===== src/rtl/bram_tile_store_if.sv =====
// rtl/bram_tile_store_if.sv - result-line stream into the tile store
//
// Purpose : carries 256-bit result lines from the producer to bram_tile_store.
// Signals : din_valid - line available on din (producer)
//           din       - result line, word j = din[32j+31:32j] (producer)
//           din_ready - store accepts din this cycle (store)
// Modports: master = producer side, slave = store side.
interface bram_tile_store_if #(
    parameter int DATA_WIDTH = 256
);
    logic                  din_valid;
    logic [DATA_WIDTH-1:0] din;
    logic                  din_ready;

    modport master (
        output din_valid,
        output din,
        input  din_ready
    );

    modport slave (
        input  din_valid,
        input  din,
        output din_ready
    );
endinterface


===== src/rtl/bram_tile_store.sv =====
// rtl/bram_tile_store.sv - serializes 256-bit result lines into 32-bit BRAM port-A writes
//
// Purpose : per start_store_i, accepts NUM_LINES_PER_TILE lines and writes each
//           as eight consecutive words at {line_ptr + line_cnt, word_idx}, the
//           same placement the fetch unit reads back as whole lines on port B.
// Ports   : clk, rst_n            - clock, asynchronous active-low reset
//           start_store_i         - 1-cycle pulse, begins a tile when idle
//           reset_addr_counter_i  - reload line pointer to STORE_START_OFFSET (idle only)
//           din_if (slave)        - din_valid / din / din_ready line stream
//           ena_o, wea_o          - BRAM port-A enable / write enable
//           addra_o, dina_o       - BRAM port-A word address / write data
//           store_done_o          - 1-cycle pulse after the last word of a tile
//           busy_o                - high whenever not IDLE
//           line_ptr_o            - current tile base line
module bram_tile_store #(
    parameter int NUM_LINES_PER_TILE = 32,
    parameter int LINE_ADDR_WIDTH    = 11,
    parameter int STORE_START_OFFSET = 112,
    parameter int WORD_WIDTH         = 32,
    parameter int DATA_WIDTH         = 8 * WORD_WIDTH
) (
    input  logic                       clk,
    input  logic                       rst_n,
    input  logic                       start_store_i,
    input  logic                       reset_addr_counter_i,
    bram_tile_store_if.slave           din_if,
    output logic                       ena_o,
    output logic                       wea_o,
    output logic [LINE_ADDR_WIDTH+2:0] addra_o,
    output logic [WORD_WIDTH-1:0]      dina_o,
    output logic                       store_done_o,
    output logic                       busy_o,
    output logic [LINE_ADDR_WIDTH-1:0] line_ptr_o
);
    // line_cnt must reach NUM_LINES_PER_TILE after the final increment
    localparam int LCW = $clog2(NUM_LINES_PER_TILE + 1);
    localparam logic [LCW-1:0]             LAST_LINE = LCW'(NUM_LINES_PER_TILE - 1);
    localparam logic [LINE_ADDR_WIDTH-1:0] OFFSET    = LINE_ADDR_WIDTH'(STORE_START_OFFSET);
    localparam logic [LINE_ADDR_WIDTH-1:0] TILE_STEP = LINE_ADDR_WIDTH'(NUM_LINES_PER_TILE);

    typedef enum logic [1:0] {
        IDLE      = 2'd0,
        WAIT_LINE = 2'd1,
        WRITE     = 2'd2,
        DONE      = 2'd3
    } state_t;

    state_t                              state_q;
    logic [LCW-1:0]                      line_cnt_q;
    logic [2:0]                          word_idx_q;
    logic [7:0][WORD_WIDTH-1:0]          hold_q;
    logic [LINE_ADDR_WIDTH-1:0]          line_ptr_q;
    logic                                din_ready_q;
    logic                                ena_q;
    logic                                wea_q;
    logic [LINE_ADDR_WIDTH+2:0]          addra_q;
    logic [WORD_WIDTH-1:0]               dina_q;
    logic                                store_done_q;
    logic                                busy_q;

    // Line being written; wraps naturally modulo 2^LINE_ADDR_WIDTH.
    logic [LINE_ADDR_WIDTH-1:0] cur_line_d;
    logic [2:0]                 word_idx_d;

    always_comb begin
        cur_line_d = line_ptr_q + LINE_ADDR_WIDTH'(line_cnt_q);
        word_idx_d = word_idx_q + 3'd1;
    end

    always_ff @(posedge clk or negedge rst_n) begin
        if (!rst_n) begin
            state_q      <= IDLE;
            line_cnt_q   <= '0;
            word_idx_q   <= '0;
            hold_q       <= '0;
            line_ptr_q   <= OFFSET;
            din_ready_q  <= 1'b0;
            ena_q        <= 1'b0;
            wea_q        <= 1'b0;
            addra_q      <= '0;
            dina_q       <= '0;
            store_done_q <= 1'b0;
            busy_q       <= 1'b0;
        end else begin
            case (state_q)
                IDLE: begin
                    // The reload lands in the same edge as the start, so a
                    // combined request begins the tile at the offset.
                    if (reset_addr_counter_i) begin
                        line_ptr_q <= OFFSET;
                    end
                    if (start_store_i) begin
                        state_q     <= WAIT_LINE;
                        line_cnt_q  <= '0;
                        din_ready_q <= 1'b1;
                        busy_q      <= 1'b1;
                    end
                end

                WAIT_LINE: begin
                    // Word 0 is issued straight from din so the first write
                    // appears the cycle after the handshake.
                    if (din_if.din_valid && din_ready_q) begin
                        hold_q      <= din_if.din;
                        word_idx_q  <= 3'd0;
                        din_ready_q <= 1'b0;
                        ena_q       <= 1'b1;
                        wea_q       <= 1'b1;
                        addra_q     <= {cur_line_d, 3'd0};
                        dina_q      <= din_if.din[WORD_WIDTH-1:0];
                        state_q     <= WRITE;
                    end
                end

                WRITE: begin
                    // word_idx_q is the word currently on the port.
                    if (word_idx_q == 3'd7) begin
                        ena_q      <= 1'b0;
                        wea_q      <= 1'b0;
                        line_cnt_q <= line_cnt_q + LCW'(1);
                        if (line_cnt_q == LAST_LINE) begin
                            state_q      <= DONE;
                            store_done_q <= 1'b1;
                            line_ptr_q   <= line_ptr_q + TILE_STEP;
                        end else begin
                            state_q     <= WAIT_LINE;
                            din_ready_q <= 1'b1;
                        end
                    end else begin
                        word_idx_q <= word_idx_d;
                        addra_q    <= {cur_line_d, word_idx_d};
                        dina_q     <= hold_q[word_idx_d];
                    end
                end

                DONE: begin
                    store_done_q <= 1'b0;
                    busy_q       <= 1'b0;
                    state_q      <= IDLE;
                end

                default: begin
                    state_q <= IDLE;
                end
            endcase
        end
    end

    assign din_if.din_ready = din_ready_q;
    assign ena_o            = ena_q;
    assign wea_o            = wea_q;
    assign addra_o          = addra_q;
    assign dina_o           = dina_q;
    assign store_done_o     = store_done_q;
    assign busy_o           = busy_q;
    assign line_ptr_o       = line_ptr_q;
endmodule


===== src/flat_wrapper.sv =====
// flat-port wrapper written by rule: the top's interface ports become plain ports
module bram_tile_store_flat 
#(
    parameter int NUM_LINES_PER_TILE = 32,
    parameter int LINE_ADDR_WIDTH    = 11,
    parameter int STORE_START_OFFSET = 112,
    parameter int WORD_WIDTH         = 32,
    parameter int DATA_WIDTH         = 8 * WORD_WIDTH
)
  (clk, rst_n, start_store_i, reset_addr_counter_i, ena_o, wea_o, addra_o, dina_o, store_done_o, busy_o, line_ptr_o, din_if_din_valid, din_if_din, din_if_din_ready);
  bram_tile_store_if #(.DATA_WIDTH(DATA_WIDTH)) din_if_i ();
  input  logic clk;
  input  logic rst_n;
  input  logic start_store_i;
  input  logic reset_addr_counter_i;
  output logic ena_o;
  output logic wea_o;
  output logic [LINE_ADDR_WIDTH+2:0] addra_o;
  output logic [WORD_WIDTH-1:0] dina_o;
  output logic store_done_o;
  output logic busy_o;
  output logic [LINE_ADDR_WIDTH-1:0] line_ptr_o;
  input wire logic [$bits(din_if_i.din_valid)-1:0] din_if_din_valid;
  input wire logic [$bits(din_if_i.din)-1:0] din_if_din;
  output wire logic [$bits(din_if_i.din_ready)-1:0] din_if_din_ready;
  assign din_if_i.din_valid = din_if_din_valid;
  assign din_if_i.din = din_if_din;
  assign din_if_din_ready = din_if_i.din_ready;
  bram_tile_store #(.NUM_LINES_PER_TILE(NUM_LINES_PER_TILE), .LINE_ADDR_WIDTH(LINE_ADDR_WIDTH), .STORE_START_OFFSET(STORE_START_OFFSET), .WORD_WIDTH(WORD_WIDTH), .DATA_WIDTH(DATA_WIDTH)) u_core (.clk(clk), .rst_n(rst_n), .start_store_i(start_store_i), .reset_addr_counter_i(reset_addr_counter_i), .din_if(din_if_i), .ena_o(ena_o), .wea_o(wea_o), .addra_o(addra_o), .dina_o(dina_o), .store_done_o(store_done_o), .busy_o(busy_o), .line_ptr_o(line_ptr_o));
endmodule

===== config.mk =====
export PLATFORM = sky130hd
export DESIGN_NAME = bram_tile_store_flat
export DESIGN_NICKNAME = d
export VERILOG_FILES = /design/src/rtl/bram_tile_store_if.sv /design/src/rtl/bram_tile_store.sv /design/src/flat_wrapper.sv
export SDC_FILE = /design/constraint.sdc
export NUM_CORES = 1
export LEC_CHECK = 0
export ABC_AREA = 1
export BUFFER_PORTS_ARGS = -buffer_cell sky130_fd_sc_hd__buf_2
export CAP_MARGIN = 20
export CORE_MARGIN = 4
export CORE_UTILIZATION = 59
export DETAILED_ROUTE_END_ITERATION = 16
export PLACE_DENSITY = 0.87
export SLEW_MARGIN = 20
export SYNTH_ARGS = -nofsm -noshare
export SYNTH_HDL_FRONTEND = slang
export SYNTH_SLANG_ARGS = --single-unit
export TNS_END_PERCENT = 1

===== constraint.sdc =====
create_clock -name clk -period 2.6 [get_ports clk]
set_clock_uncertainty 0.05 [all_clocks]
set_input_delay 0.13 -clock clk [delete_from_list [all_inputs] [get_ports clk]]
set_output_delay 0.13 -clock clk [all_outputs]
set_load 0.01 [all_outputs]

* Word-level counts from Yosys, hierarchy flattened
Cells that the tools add are included.
Widths: inputs -> output; s select.
** Storage, ports and cells
- Flip-flop bits (word level) :: 328
- Logic and storage cells :: 86
- Output and inout bits :: 62
** Cells by class
- Reductions and logical operators :: 16
- Order comparisons :: 1
- Equality and inequality tests :: 12
- Mux-type cells :: 35
- $add $sub $neg :: 4
** Operators by type and width (count)
- $bmux 32 s3 :: 1
- $mux 32 :: 3
- $pmux 32 s2 :: 1
- $mux 11 :: 3
- $mux 14 :: 2
- $pmux 14 s2 :: 1
- $pmux 11 s2 :: 1
- $reduce_and 3->1 :: 5
- $mux 6 :: 2
- $pmux 6 s2 :: 1
- $add 11x6->11 :: 1
- $add 11x6->11 const B :: 1
- $mux 1 :: 8
- $mux 2 :: 4
- $ne 2x2->1 const B :: 4
- $pmux 2 s4 :: 1
- $reduce_bool 2->1 :: 4
- $add 6x1->6 const B :: 1
- $eq 6x5->1 const B :: 1
- $mux 3 :: 2
- $ne 2x1->1 const B :: 3
- $pmux 1 s2 :: 3
- $pmux 3 s2 :: 1
- $reduce_and 5->1 :: 1
- other kinds (11) :: 13

* Longest topological paths before layout
Gate-level depths: netlist of run 1.
- Depth after elaboration :: 5
- Mapped depth :: 12

* Worst setup path after synthesis of run 1
No wires, ideal clock.
- Kind :: register -> register
- From :: register, netlist name u_core.addra_o[1]
- To :: register u_core.dina_q[3] (netlist: u_core.dina_o[3])
- Setup slack :: 0.795 ns
- Stages on the path, launching flop included :: 13
- Setup time :: 0.113 ns
- Period minus slack after synthesis :: 1.805 ns
- Arrival :: 1.642 ns
- Cells stage by stage :: dfrtp_1 ha_1 ha_1 inv_1 nand3_1 nand2_1 nand2_2 inv_2 buf_6 buf_6 or2_1 nand2_1 inv_1
** RTL lines
- end signal, assigned :: line bram_tile_store.sv:110 : dina_q <= din_if.din[WORD_WIDTH-1:0];
- end signal, assigned :: line bram_tile_store.sv:132 : dina_q <= hold_q[word_idx_d];
- end, declared :: line bram_tile_store.sv:57 : logic [WORD_WIDTH-1:0] dina_q;

==> results summary, run 1 <==
The initial cell density of the core is 0.604. The sequential cell fraction of total power is 0.352. Clock-pin slew was measured on the worst setup and hold paths at 0.06 ns. The area inside the core boundary is about 0.025 mm^2. The minimum clock period is 2.32 ns. The clock drives 321 sinks.

In this run the critical register-to-register path is launched from u_core.addra_o[0]$_DFFE_PN0P_. The post-synthesis cell type count came out at 28. The number of antenna violations at the first check in global routing came out at 10. The endpoint kind of the worst setup timing path is a flop. Setup repair after global routing left no endpoint under its margin. The largest net degree at the start of global routing came out at 132. The layout has 1,425 filler cells. In this run the most used layer during global routing was met2. The met3 track demand over resource in global routing is 0.109. Counting along the longest clock path gives a buffer depth of 3. The worst relative slew slack came out at 0.444. In this run the power spent charging and discharging nets is roughly 11,000 uW.

The worst setup path is launched from a flop. Leaving out fill and tap cells, the most frequent cell in the layout is sky130_fd_sc_hd__nand2_1. The number of standard cells in the final layout excluding fillers is 2,951. The overall die height is roughly 170 um.

The utilization of the core after routing came out at 0.827. Buffers placed on the I/O ports in this run total 318. Of the total power, the share spent switching nets is 0.437. Dividing the detail-routed via count by the number of cells gives 5.83. At the pin with the least slew margin, the transition time is just over 0.8 ns.

The worst setup path is of the reg2reg kind. The gate count of the mapped netlist came out at 2,061. The part of the total power dissipated in the clock network came out at 0.210.

The worst hold path depth came out at 4. The met2 usage in global routing is 0.683. The aggregate routed wire length came out at 61.8 mm. The arrival time of data at the critical path endpoint is 2.72 ns. For this run, the total global-route usage over all layers was measured as 0.426. Prior to clock tree synthesis, the placed netlist has a worst setup slack of approximately 0.33 ns. The power per unit of standard cell area is 1150 mW/mm^2.

Measured in cells, the most critical reg-to-reg path has a length of 10. The leakage component of the power is between 0.01 and 0.015 uW. The post-synthesis instance area came out at 0.0153 mm^2. The via count is 17,200. Once routing completed, OpenROAD measured the worst setup slack at 0.283 ns. The number of antenna-violating nets in the routed design is 0.

The number of clock buffers added by TritonCTS is 36. The global-route wire length before repair is 95.2 mm. The start point of the worst hold path is din_if_din_valid.

The tightest min-delay check is of the in2reg type. At the worst endpoint, the required time is ~3.0 ns. The number of register bits inferred by synthesis came out at 321. The tool flagged a number of max-cap violations equal to 0. The final number of max-transition violations came out at 0.

The area growth from synthesis to layout is 37.0%. The placed wire-length estimate came out at 33.2 mm. The ratio of final minimum period to clock period came out at 0.891. TritonCTS built the clock tree.

Of all nets on the critical path, the largest fanout is 38. The total negative slack came out at 0 ns. The number of remaining DRC errors is 0. The number of nets at the end of the flow is 2,853. In this run, post-CTS repair resized a total of 0 instances. The top-level I/O count came out at between 300 and 400. The root cell of the clock tree is sky130_fd_sc_hd__clkbuf_16. The Yosys step of the flow raised 0 warnings.

The library cells used most frequently in the layout, excluding fill and tap cells, are sky130_fd_sc_hd__nand2_1, sky130_fd_sc_hd__buf_2, sky130_fd_sc_hd__dfrtp_1, sky130_fd_sc_hd__dlygate4sd3_1, sky130_fd_sc_hd__inv_1. The clock insertion delay at the later pin of the skew report came out at around 0.52 ns. The congestion estimate from routability-driven global placement came to 0.944.

The largest voltage drop on the vdd net is ~0.69 mV. The final number of hold-violating endpoints is 0. The flow ran to the end, and the final reports show no timing, DRC or antenna violations. The number of failing setup endpoints in the final timing report is 0.

The maximum level of the CTS H-tree came out at 2. After global routing the overflow that remains totals 0. The die outline area came out at 0.0286 mm^2. The average instance area after synthesis came out at about 7.4 um^2. In this run, placement finished with an instance count of 2,619. For hold timing, the worst endpoint is u_core.state_q[0]$_DFFE_PN0P_.

The number of DRC markers in iteration 0 came out at 2,615. The internal portion of the total power is 13,600 uW. In this run the critical register-to-register path is captured at u_core.dina_o[31]$_DFFE_PN0P_. The worst-case register-to-register setup slack came out at 0.28 ns. The die is 169 um wide. The fmax came out at 432 MHz. The number of rows created at floorplan is 58.

Of the total power, combinational logic draws 0.438. The detailed-routing iteration count for the pre-antenna-repair pass is 7. The met1 usage is 0.521.

The number of global-route vias before repair came out at between 15,000 and 20,000. The post-synthesis sequential area ratio is 0.524. In the final layout, the share of cells above drive strength 1 is 0.168. After detailed routing, the average wire length per cell comes to approximately 21 um.
==> area by class of cell <==
cell class                 instances  area [um^2]  share of cell area
antenna                            9         22.5             0.00107
inverter                         213          805              0.0383
clock inverter                    13          100             0.00477
clock buffer                      51         1060              0.0504
multi-input combinational       1407         5970               0.284
timing repair buffer             607         4590               0.219
sequential                       321         8040               0.383
tap                              330          413              0.0197
==> Yosys cell counts (all sizes together) <==
library cell  instances  area, um^2
a21oi                 6        30.0
o21ai               169         846
dfrtp               318        7960
or2                  32         200
ha                    6        75.1
a21o                  1        7.51
nand3               205        1030
inv                 213         800
nor3                  1        5.00
buf                  66         352
nand2               893        3350
dfstp                 3        78.8
xnor2                 3        26.3
conb                  1        3.75
xor2                  2        17.5
o31ai                 2        15.0
nor2                 78         295
clkbuf               57         214
nand4                 4        25.0
o21ba                 1        10.0
==> worst max path at each step <==
stage | startpoint | to | slack, ns | depth (start not counted)
3_3_place_gp | u_core.addra_o[0]$_DFFE_PN0P_ | u_core.dina_o[18]$_DFFE_PN0P_ | 0.43 | 10
4_1_cts | u_core.addra_o[0]$_DFFE_PN0P_ | u_core.addra_o[10]$_DFFE_PN0P_ | 0.29 | 9
3_5_place_dp | u_core.addra_o[0]$_DFFE_PN0P_ | u_core.dina_o[0]$_DFFE_PN0P_ | 0.33 | 10
6_report | u_core.addra_o[0]$_DFFE_PN0P_ | u_core.dina_o[31]$_DFFE_PN0P_ | 0.28 | 10
5_1_grt | u_core.addra_o[0]$_DFFE_PN0P_ | u_core.addra_o[10]$_DFFE_PN0P_ | 0.02 | 9
2_1_floorplan | u_core.addra_o[1]$_DFFE_PN0P_ | u_core.dina_o[3]$_DFFE_PN0P_ | 0.80 | 12
==> sequential cells by signal, indices dropped and copies added, names as in the netlist <==
name                     flops
u_core.state_q               2
u_core.busy_o                1
u_core.din_if.din_ready      1
u_core.line_cnt_q            6
u_core.ena_o                 1
u_core.dina_o               32
u_core.line_ptr_o            7
u_core.addra_o              14
u_core.hold_q              256
u_core.store_done_o          1
==> stage by stage <==
stage,hold slack [ns],power [uW],instance area (um^2)
floorplan,-0.216,14400,15300
global placement,0.0853,17300,17200
detailed placement,0.0832,17800,17200
CTS,0.0370,23100,21000
global route,0.0577,25400,21000
finish,0.0635,24200,21000
==> layer usage <==
layer | wire length (um) | vias up
li1 | - | 7366
met1 | 21400 | 7966
met2 | 28500 | 1483
met3 | 7020 | 378
met4 | 4840 | 4
met5 | 21 | -
==> cell families after synthesis <==
kind of cell,after synthesis,synth area share
simple gates,1213,0.320
xor+xnor,5,0.00286
fa+ha+maj,6,0.00489
buf+inv,336,0.0890
other cells,1,0.000244
flops,321,0.524
compound gates,179,0.0592
==> power by group through the flow <==
stage               combinational [uW]  sequential [uW]  clock, uW
finish                           10600             8510       5080
global route                     11500             8650       5250
CTS                               9820             8330       4990
detailed placement                9370             8380          0
global placement                  9050             8300          0
floorplan                         6220             8200          0
==> critical path, stage by stage (launching register included) <==
cell                      delay [ns]
sky130_fd_sc_hd__dfrtp_4        0.51
sky130_fd_sc_hd__ha_2           0.19
sky130_fd_sc_hd__ha_1           0.22
sky130_fd_sc_hd__inv_1          0.07
sky130_fd_sc_hd__nand3_1        0.11
sky130_fd_sc_hd__nand2_1        0.11
sky130_fd_sc_hd__nand2_2        0.16
sky130_fd_sc_hd__inv_2          0.50
sky130_fd_sc_hd__or2_2          0.22
sky130_fd_sc_hd__nand2_1        0.05
sky130_fd_sc_hd__inv_1          0.06
==> what timing repair did <==
action                                 CTS  global route
buffers inserted                         0             0
hold buffers                           259             0
endpoints found under the hold margin  401             0
No activity file was read; power rests on OpenSTA's default activity.
==> run 2: changes to the inputs <==
ABC_AREA = 0   (was 1)
PLACE_DENSITY = 0.88   (was 0.87)
==> run 2 against run 1 <==
  * Non-clock buffer count decreased by 3
  * Via count shrank 17%
  * Total power fell by 4.4%
  * Sequential power rose by 4.3%
  * Hold slack lost 0.0063 ns
  * Largest power group unchanged
  * First-iteration DRC count shrank 30%
  * Global-route usage fell by 2.1 points
  * Cell area decreased by 5.2%
  * Flip-flop and latch count stayed put
==> results summary, run 2 <==
The final number of hold-violating endpoints came out at 0 (unchanged). The number of nets at the end of the flow came to 2,282 (-20%). The final design instance area without fill is 0.0199 mm^2 (-5.2%). The launching point of the worst reg2reg path is u_core.addra_o[1]$_DFFE_PN0P_. The kind of critical path is reg2reg. The worst relative slew slack is 0.253 (-0.191).

The slowest stage of the critical path belongs to the cell sky130_fd_sc_hd__ha_4. The area of the multi-input gates is 0.00583 mm^2 (-2.3%). The leakage component of the power is 0.0102 uW (-6.5%).

The relative contribution of combinational cells to total power came out at 0.402 (-0.036). The top-level I/O count is 323 (unchanged). The share of layout cells above drive strength 1 is 0.237 (+0.0694).

The power per unit of standard cell area came to 1160 mW/mm^2 (+0.79%). Setup repair after global routing left no endpoint under its margin. In the layout the commonest cells are sky130_fd_sc_hd__nand2_1, sky130_fd_sc_hd__buf_2, sky130_fd_sc_hd__dfrtp_1, sky130_fd_sc_hd__dlygate4sd3_1, sky130_fd_sc_hd__mux4_2. The max capacitance violation total is 0 (unchanged). The via count came out at 14,300 (-17%).

The storage element area came out at 0.00804 mm^2 (about the same). The root cell of the clock tree is sky130_fd_sc_hd__clkbuf_16. The number of remaining DRC errors is 0 (unchanged). The clock insertion delay at the later pin of the skew report came to 0.52 ns (about the same). The path class of the tightest hold or removal check is in2reg. The via count normalized by instance count is 6.04 (+3.7%). The fmax was 433 MHz (+0.34%). The capture instance of the worst register-to-register path is u_core.dina_o[13]$_DFFE_PN0P_.

The peak fanout along the critical path is 24 (-37%). The aggregate routed wire length came to 53.9 mm (-13%). For hold timing, the worst endpoint is u_core.state_q[0]$_DFFE_PN0P_. The fraction of registers with async set/reset came to 1.00 (unchanged).

Relative to the synthesized area, the layout overhead comes to 39.3%. The post-synthesis cell type count came to 45 (+61%). The gate count of the mapped netlist is 1,465 (-29%). The share of total power consumed by net switching came out at 0.384 (-0.0533). The minimum clock period came to 2.31 ns (-0.00789 ns). The sequential cell fraction of total power is 0.384 (+0.032). The maximum count of clock buffers along a single path came to 3 (unchanged). The number of antenna-violating nets in the routed design came out at 0 (unchanged).

The placed wire-length estimate was 25.6 mm (-23%). In this design, the critical path's most frequently occurring cell is sky130_fd_sc_hd__ha_4. The number of sinks on the clock net came out at 321 (unchanged). TritonCTS built the clock tree. The number of enable flip-flop cells after synthesis is 0 (unchanged). The worst setup path is launched from a flop. The post-CTS setup buffer count is 0 (unchanged). The total placed instance area came out at 0.0162 mm^2 (-6.0%). The part of the total power dissipated in the clock network came out at 0.214 (+0.004). The number of flip-flops in the largest register is 256 (unchanged).

The number of rows created at floorplan was 56 (-3.4%). The die outline area is 0.0268 mm^2 (-6.5%). The count of yosys warnings during synthesis came out at 0 (unchanged). The setup slack after placement is 0.411 ns (+0.0764 ns). The register with the most flip-flops is u_core.hold_q. The largest stage delay on the critical path is 0.53 ns (+0.02 ns). The final worst setup slack was 0.291 ns (+0.00789 ns). The final global-route overflow total came to 0 (unchanged).

The commonest non-fill, non-tap cell in the layout is sky130_fd_sc_hd__nand2_1. The maximum level of the CTS H-tree is 2 (unchanged). The average instance area after synthesis came to 9.76 um^2 (+31%). The total track usage is 0.405 (-0.0210). The actual transition at the worst max-transition pin was 1.12 ns (+0.295 ns). The post-synthesis instance area came out at 0.0143 mm^2 (-6.8%). The routed wirelength normalized by instance count is 22.8 um (+9.0%). The largest net degree at the start of global routing came out at 260 (+97%). The number of register bits inferred by synthesis came to 321 (unchanged).

The global placer's final weighted congestion is 0.883 (-6.4%). The number of failing setup endpoints in the final timing report came out at 0 (unchanged). Among all cell types in the netlist, the one instantiated most often is sky130_fd_sc_hd__nand2_1. The switching component of the power came out at 8880 uW (-16%).

The total negative slack is 0 ns (unchanged). The number of global-route vias before repair is 15,100 (-12%). The clock transition time at the flip-flop clock pins of the worst setup and hold paths came out at 0.06 ns (about the same). The largest voltage drop on the vdd net is 0.745 mV (+8.4%). The number of filler instances in the final layout came out at 1,125 (-21%). The width of the chip came out at 164 um (-3.3%). The area inside the core boundary came out at 0.0237 mm^2 (-6.8%). The endpoint kind of the worst setup timing path is a flop. In this run the most critical hold path is launched from din_if_din_valid. By area the synthesized netlist is led by sky130_fd_sc_hd__dfrtp_1, sky130_fd_sc_hd__nand2_1, sky130_fd_sc_hd__mux4_2. The arrival time of data at the critical path endpoint came to 2.62 ns (-0.10 ns).

Among all flip-flop cells after synthesis, the most frequent one is sky130_fd_sc_hd__dfrtp_1. The number of buffers created by CTS came out at 35 (-2.8%). The overall die height came to 164 um (-3.3%). The initial cell density of the core is 0.604 (about the same). By count the netlist is led by sky130_fd_sc_hd__nand2_1, sky130_fd_sc_hd__dfrtp_1, sky130_fd_sc_hd__mux4_2.

The post-CTS resize count is 0 (unchanged). The internal portion of total power is 14,200 uW (+4.6%). The top cell type's share of synthesized area is 0.557 (+0.0378).

The worst hold path depth came out at 3 (-1). sky130_fd_sc_hd__dfrtp_1 takes more of the synthesized area than any other cell. The post-synthesis sequential area ratio came to 0.562 (+0.0381).

The global-route wire length before repair is 82.6 mm (-13%). The worst reg-to-reg path cell count is 6 (-4). The critical path goes through ha_4, ha_4, buf_4, mux4_2, mux2i_1, o211ai_1. The detailed-routing iteration count for the pre-antenna-repair pass came out at 8 (+1). The hold buffer count at cts came out at 259 (unchanged). The number of antenna violations at the first check in global routing came to 5 (-5). The run finished with clean final reports. The ratio of final minimum period to clock period came out at 0.888 (-0.00304). The number of DRC markers in iteration 0 came out at 1,825 (-30%).

The final number of max-transition violations came out at 0 (unchanged). The worst-case register-to-register setup slack came out at 0.29 ns (about the same). The total power after layout is 23,100 uW (-4.4%). The number of buffer cells added on primary ports came to 318 (unchanged). The required arrival time at the worst endpoint is 2.91 ns (-0.09 ns).
-- run 2: cell count changes after synthesis, sizes merged, moves of 33 or more --
cell / before / now
o21ai: 169 / 17
mux2i: 0 / 33
mux4: 0 / 64
nand3: 205 / 2
nor2: 78 / 13
inv: 213 / 4
nand2: 893 / 818
-- run 2: kinds of logic after synthesis --
group	Yosys count	synth area share
AOI/OAI and AO/OA	70	0.0328
muxes	103	0.129
adders and majority gates	6	0.00525
buffers and inverters	98	0.0337
xor gates and xnor gates	10	0.00613
DFF	321	0.562
and+or+nand+nor	856	0.231
other	1	0.000262
-- run 2: power groups by stage --
stage	Sequential, uW	Combinational [uW]	Clock [uW]
floorplan	8180	6210	0
global placement	8440	7890	0
detailed placement	8540	8350	0
CTS	8500	8740	4870
global route	8980	10000	5160
finish	8880	9300	4940
-- run 2: how the worst max path moves through the flow --
| stage | startpoint | slack [ns] | endpoint | cells past startpoint |
|---|---|---|---|---|
| global placement | u_core.addra_o[1]$_DFFE_PN0P_ | 0.49 | u_core.dina_o[14]$_DFFE_PN0P_ | 6 |
| global route | u_core.state_q[1]$_DFFE_PN0P_ | 0.24 | u_core.hold_q[195]$_DFFE_PN0P_ | 4 |
| CTS | u_core.addra_o[1]$_DFFE_PN0P_ | 0.41 | u_core.dina_o[15]$_DFFE_PN0P_ | 6 |
| finish | u_core.addra_o[1]$_DFFE_PN0P_ | 0.29 | u_core.dina_o[13]$_DFFE_PN0P_ | 6 |
| floorplan | u_core.addra_o[0]$_DFFE_PN0P_ | 0.48 | u_core.dina_o[7]$_DFFE_PN0P_ | 7 |
| detailed placement | u_core.addra_o[1]$_DFFE_PN0P_ | 0.41 | u_core.dina_o[15]$_DFFE_PN0P_ | 6 |
-- run 2: critical path, delay by kind of cell, from the launching register on --
kind                       cells  cell delay, ns
adders and majority gates      2            0.72
muxes                          2            0.53
DFF                            1            0.43
buffers and inverters          1            0.29
AOI/OAI and AO/OA              1            0.14
-- run 2: cell type report --
| type | instances | area share |
|---|---|---|
| diodes | 6 | 0.000754 |
| clock buffers | 51 | 0.0515 |
| clock inverters | 9 | 0.00408 |
| inverters | 4 | 0.000754 |
| multi-input cells | 1049 | 0.293 |
| flip-flops and latches | 321 | 0.404 |
| well taps | 319 | 0.0200 |
| repair buffers | 604 | 0.226 |
-- run 2: per-stage QoR --
step	hold slack, ns	utilization	cells
finish	0.0572	0.841	2363
global route	0.0543	0.841	2361
CTS	0.0263	0.840	2357
detailed placement	0.172	0.684	2038
global placement	0.168	0.684	2038
floorplan	-0.216	-	1468
-- run 2: layer usage --
| layer | up-vias | track usage | part of all wire |
|---|---|---|---|
| met2 | 1259 | 0.659 | 0.49 |
| met4 | 2 | 0.300 | 0.093 |
| li1 | 5838 | - | - |
| met3 | 444 | 0.112 | 0.10 |
| met5 | - | 0 | 0.00024 |
| met1 | 6733 | 0.457 | 0.32 |
